`src/rtl/dec_pkg.sv`:
```
`default_nettype none
// ---------------------------------------------------------------------------
// Module  : dec_pkg
// Brief   : Shared state encodings and helpers for the scanning decoders.
// Revision: 1.0 - initial release
// ---------------------------------------------------------------------------
package dec_pkg;

   // Widest address the shared one-hot helper supports.
   localparam int DEC_MAX_N = 8;

   localparam logic [1:0] c_ST_IDLE   = 2'd0;
   localparam logic [1:0] c_ST_DIRECT = 2'd1;
   localparam logic [1:0] c_ST_SCAN   = 2'd2;

   function automatic int cnt_width(input int depth);
      return (depth <= 1) ? 1 : $clog2(depth);
   endfunction

   function automatic logic [(1<<DEC_MAX_N)-1:0] onehot(input logic [DEC_MAX_N-1:0] sel);
      logic [(1<<DEC_MAX_N)-1:0] v;
      v      = '0;
      v[sel] = 1'b1;
      return v;
   endfunction

endpackage
`default_nettype wire

```
`src/rtl/dwell_timer.sv`:
```
`default_nettype none
// ---------------------------------------------------------------------------
// Module  : dwell_timer
// Brief   : Prescaler that ticks on the last of every DWELL running cycles.
// Revision: 1.0 - initial release
// ---------------------------------------------------------------------------
module dwell_timer
   import dec_pkg::*;
#(
   parameter int DWELL = 4
) (
   input  logic clk,
   input  logic rst_n,
   input  logic i_run,
   input  logic i_clr,
   output logic o_tick
);

   localparam int               c_CW   = cnt_width(DWELL);
   localparam logic [c_CW-1:0]  c_LAST = c_CW'(DWELL - 1);

   logic [c_CW-1:0] r_cnt;

   // Holding run low freezes the count, so a paused scan resumes mid-dwell.
   assign o_tick = i_run && (r_cnt == c_LAST);

   always_ff @(posedge clk or negedge rst_n) begin
      if (!rst_n) begin
         r_cnt <= '0;
      end else if (i_clr || o_tick) begin
         r_cnt <= '0;
      end else if (i_run) begin
         r_cnt <= r_cnt + 1'b1;
      end
   end

endmodule
`default_nettype wire

```
`src/rtl/decoder_scan_n.sv`:
```
`default_nettype none
// ---------------------------------------------------------------------------
// Module  : decoder_scan_n
// Brief   : Registered N-to-2^N one-hot decoder with enable and auto-scan.
// Revision: 1.0 - initial release
// ---------------------------------------------------------------------------
module decoder_scan_n
   import dec_pkg::*;
#(
   parameter int N          = 3,
   parameter int DWELL      = 4,
   parameter bit ACTIVE_LOW = 1'b0
) (
   input  logic             clk,
   input  logic             rst_n,
   input  logic             i_en,
   input  logic             i_mode,
   input  logic [N-1:0]     i_a,
   output logic [(1<<N)-1:0] o_d,
   output logic [N-1:0]     o_idx,
   output logic             o_wrap
);

   localparam int              c_W   = 1 << N;
   localparam logic [c_W-1:0]  c_POL = {c_W{ACTIVE_LOW}};

   logic [1:0]           r_state;
   logic [1:0]           w_state_nxt;
   logic [N-1:0]         r_idx;
   logic [N-1:0]         w_idx_nxt;
   logic [c_W-1:0]       r_d;
   logic [c_W-1:0]       w_onehot;
   logic                 r_wrap;
   logic                 w_wrap_nxt;
   logic                 w_tick;
   logic [DEC_MAX_N-1:0] w_sel_ext;

   // The action taken on an edge follows the inputs seen at that edge.
   always_comb begin
      if (!i_en) begin
         w_state_nxt = c_ST_IDLE;
      end else if (i_mode) begin
         w_state_nxt = c_ST_SCAN;
      end else begin
         w_state_nxt = c_ST_DIRECT;
      end
   end

   dwell_timer #(
      .DWELL (DWELL)
   ) u_dwell (
      .clk    (clk),
      .rst_n  (rst_n),
      .i_run  (w_state_nxt == c_ST_SCAN),
      .i_clr  (w_state_nxt == c_ST_DIRECT),
      .o_tick (w_tick)
   );

   always_comb begin
      w_idx_nxt = r_idx;
      case (w_state_nxt)
         c_ST_DIRECT: w_idx_nxt = i_a;
         c_ST_SCAN:   if (w_tick) w_idx_nxt = r_idx + 1'b1;
         default:     w_idx_nxt = r_idx;
      endcase
   end

   assign w_wrap_nxt = w_tick && (r_idx == {N{1'b1}});

   always_comb begin
      w_sel_ext         = '0;
      w_sel_ext[N-1:0]  = w_idx_nxt;
   end

   assign w_onehot = c_W'(onehot(w_sel_ext));

   always_ff @(posedge clk or negedge rst_n) begin
      if (!rst_n) begin
         r_state <= c_ST_IDLE;
         r_idx   <= '0;
         r_d     <= '0;
         r_wrap  <= 1'b0;
      end else begin
         r_state <= w_state_nxt;
         r_idx   <= w_idx_nxt;
         r_d     <= (w_state_nxt == c_ST_IDLE) ? '0 : w_onehot;
         r_wrap  <= w_wrap_nxt;
      end
   end

   // Polarity is applied after the register so reset yields the inactive level.
   assign o_d    = r_d ^ c_POL;
   assign o_idx  = r_idx;
   assign o_wrap = r_wrap;

   always @(posedge clk) begin
      if (rst_n && (r_state != c_ST_IDLE)) assert ($onehot(r_d));
   end

endmodule
`default_nettype wire

```
`config.mk`:
```
export PLATFORM = sky130hd
export DESIGN_NAME = decoder_scan_n
export DESIGN_NICKNAME = d
export VERILOG_FILES = /design/src/rtl/dec_pkg.sv /design/src/rtl/dwell_timer.sv /design/src/rtl/decoder_scan_n.sv
export SDC_FILE = /design/constraint.sdc
export NUM_CORES = 1
export LEC_CHECK = 0
export ABC_AREA = 0
export BUFFER_PORTS_ARGS = -buffer_cell sky130_fd_sc_hd__buf_2
export CAP_MARGIN = 15
export CORE_UTILIZATION = 43
export DETAILED_ROUTE_END_ITERATION = 6
export GPL_ROUTABILITY_DRIVEN = 0
export PLACE_DENSITY_LB_ADDON = 0.1
export SYNTH_ARGS = -nofsm -noshare
export SYNTH_HDL_FRONTEND = slang
export SYNTH_SLANG_ARGS = --single-unit
```
`constraint.sdc`:
```
create_clock -name clk -period 1.5 [get_ports clk]
set_clock_uncertainty 0.05 [all_clocks]
set_input_delay 0.3 -clock clk [delete_from_list [all_inputs] [get_ports clk]]
set_output_delay 0.3 -clock clk [all_outputs]
set_load 0.005 [all_outputs]
```
==> results.md <==
- Status: complete, but fails checks
- Failing checks: setup timing
- IO Count: 19
- Ranking of synthesized cells by area: dfrtp_1 53%, ha_1 5.6%, o2bb2ai_4 4.1%
- Yosys cell types: 28
- Seq/Total Area, Yosys: 52.6%
- Area Overhead vs Synth: 40.8%
- Vias post-DR: slightly above 500
- Num rows: 13
- Type of the tightest min-delay check: in2reg
- Worst R2R Setup Slack: -0.11 ns
- Yosys top cell by area: dfrtp_1
- Most numerous cell in the Yosys netlist: dfrtp_1
- Predominant post-synthesis flop cell: dfrtp_1
- DRT Wirelength: 1500 um
- Skew-Pair Late Insertion Delay: just under 0.3 ns
- Clk root buf: clkbuf_4
- H-tree depth: 1
- Die area: about 1700 sq um
- Power per standard cell area: 1130 nW/um^2
- RSZ-0062 raised after global routing: yes
- # diodes: 0
- Hold_sp: i_en
- Post-synthesis async set-or-reset flop share: 100%
- Pre-antenna DRT Iters: 4
- Clock tree buffer depth: 2
- F_max: around 620 MHz
- Worst-margin pin slew: between 0.3 and 0.4 ns
- Core area: ~1400 sq um
- Leakage power: between 0.4 and 0.5 nW
- Vias per cell: 5.01
- TritonCTS clock tree: done
- Initial DRC Count: 3
- Largest net degree at the start of global routing: 15
- IO buf count: 18
- Worst Path Buf+Inv: 1
- Delay-heaviest family, CP: flip-flops
- First-pass GRT wire length: approximately 2000 um
- Layout Nets: between 90 and 100
- CP Max Fanout: 5
- Worst-path clk slew: ~0.1 ns
- Rel. slew slack: between 70% and 80%
- Clk sink count: 14
- Synth cell count leaders: 14 x dfrtp_1, 6 x nor2_1, 4 x nand2_1
- PnR worst setup slack: -0.105 ns
- Share of post-route cells with drive strength above 1: ~62%
- End of the worst register-to-register path: o_d[1]$_DFF_PN0_
- Hold path cells: 3
- Ys Warns: 0
- Crit start category: flop
- Flip-flop and latch count after synthesis: 14
- Mapped Area: 666 sq um
- Avg Inst Size Synth: approximately 12 sq um
- Crit-path cells: ha_2, ha_4, nand3b_1, o21ai_2, o2bb2ai_4, inv_4, nor3b_2
- DP Area: between 800 and 900 sq um
- Synth top area share: between 50% and 60%
- Layout fillers: between 100 and 150
- Slowest stage delay, CP: 0.42 ns
- Die W: ~41 um
- Syn Inst Count: between 50 and 60
- Min Tclk post-route: about 1.6 ns
- Vias in the first global route: roughly 460
- Crit share post-route: 107%
- Finished Cell Area: about 940 sq um
- Syn_nets: 65
- Number of synthesized flops with an enable pin: 0
- Die height: a little over 40 um
- Final slew viol count: 0
- Area of the multi-input gates: around 330 sq um
- HPWL after detailed placement: just under 1000 um
- CP max stage cell: dfrtp_1
- Initial antenna violation count: 0
- Hold EP: o_wrap$_DFF_PN0_
- Clock buffer count from CTS: 3
- Crit Path Class: reg2reg
- Register area: between 300 and 400 sq um
- Design Power: 1.06 mW
- FF-to-FF path depth: 7
- DRC viols: 0
- Antenna-violating nets left: 0
- GRT overflow: 0
- Routed WL per cell: between 10 and 15 um
- Initial Util: 48.7%
- Total GRT Usage: between 10% and 20%
- Setup-failing EPs final: 8
- CP required: between 1.5 and 2 ns
- Max VDD drop: roughly 0.71 mV
- Max Cap Violations: 0
- Worst reg2reg startpoint: o_idx[1]$_DFF_PN0_
- Critical Path AT: 1.76 ns
- Critical path endpoint category: flop
- Final hold vios: 0
metrics by stage:
stage	hold WS (ns)	TNS [ns]	cells	utilization [%]	setup WS, ns
floorplan	-0.0456	-0.110	55	-	-0.0693
global placement	0.160	-0.261	94	60.3	-0.0853
detailed placement	0.161	-0.408	94	60.3	-0.102
CTS	0.282	-0.334	100	65.6	-0.0850
global route	0.325	-1.05	102	68.6	-0.171
finish	0.308	-0.539	102	68.6	-0.105
layout by cell type (no fill, tap or decap), drive strengths merged:
| cell type | count |
|---|---|
| buf | 30 |
| dfrtp | 14 |
| nor2 | 6 |
| nand2 | 4 |
| nor3 | 4 |
| clkbuf | 4 |
| ha | 3 |
| nand2b | 2 |
| o22ai | 2 |
| a2bb2oi | 2 |
| a21oi | 2 |
| nor3b | 2 |
| inv | 2 |
| and2 | 1 |
| a31o | 1 |
| nand3b | 1 |
| o21ai | 1 |
| o2bb2ai | 1 |
| mux2i | 1 |
| xnor2 | 1 |
| nand3 | 1 |
| mux2 | 1 |
| dlygate4sd3 | 1 |
state kept, by name, summed over array words and instances, names as in the netlist:
name / cells
o_d: 8
u_dwell.r_cnt: 2
o_idx: 3
o_wrap: 1
worst register-to-register path: cells and delay by family, from the launching register on:
| kind | cells | cell delay, ns |
|---|---|---|
| and+or+nand+nor | 2 | 0.30 |
| buffers and inverters | 1 | 0.08 |
| adders and majority gates | 2 | 0.40 |
| DFF | 1 | 0.42 |
| AOI/OAI and AO/OA | 2 | 0.27 |
layer usage:
layer	part of all wire (%)	GRT usage (%)
met5	0	0
met4	0.47	9.68
met3	2.9	3.19
met2	49	28.1
met1	48	28.4
kinds of logic (layout without fill, tap and decap cells):
group | after synthesis | after routing | share of synthesized area (%)
fa+ha+maj | 3 | 3 | 5.64
simple gates | 21 | 21 | 19.4
xor+xnor | 1 | 1 | 1.32
flops | 14 | 14 | 52.6
compound gates | 9 | 9 | 12.8
mux | 2 | 2 | 3.20
buf+inv | 5 | 37 | 5.07
timing repair:
item / CTS / global route
setup buffers: 1 / 2
pin swaps: 2 / 4
endpoints found under the setup margin: 8 / 8
hold endpoints to repair: 14 / 0
gates resized for setup: 3 / 6
hold buffers: 1 / 0
power by group:
part	total [mW]	internal [mW]	switching [mW]
Sequential	0.439	0.416	0.0228
Combinational	0.346	0.183	0.163
Clock	0.277	0.148	0.129
Total	1.06	0.747	0.315
worst max path at each step:
| stage | from | end | slack (ns) | cells after the start |
|---|---|---|---|---|
| 2_1_floorplan | o_idx[0]$_DFF_PN0_ | o_d[1]$_DFF_PN0_ | -0.07 | 7 |
| 3_3_place_gp | u_dwell.r_cnt[0]$_DFFE_PN0P_ | o_d[5]$_DFF_PN0_ | -0.09 | 5 |
| 3_5_place_dp | u_dwell.r_cnt[0]$_DFFE_PN0P_ | o_d[4]$_DFF_PN0_ | -0.10 | 5 |
| 4_1_cts | o_idx[0]$_DFF_PN0_ | o_d[1]$_DFF_PN0_ | -0.09 | 7 |
| 5_1_grt | o_idx[0]$_DFF_PN0_ | o_d[1]$_DFF_PN0_ | -0.17 | 7 |
| 6_report | o_idx[1]$_DFF_PN0_ | o_d[1]$_DFF_PN0_ | -0.11 | 7 |
cell type report:
type | instances | area share (%)
repair buffers | 31 | 20.3
clock buffers | 4 | 3.87
flip-flops and latches | 14 | 37.4
inverters | 2 | 1.07
multi-input cells | 36 | 35.4
well taps | 15 | 2.00
Note: power is estimated with default switching activity, not from simulation.
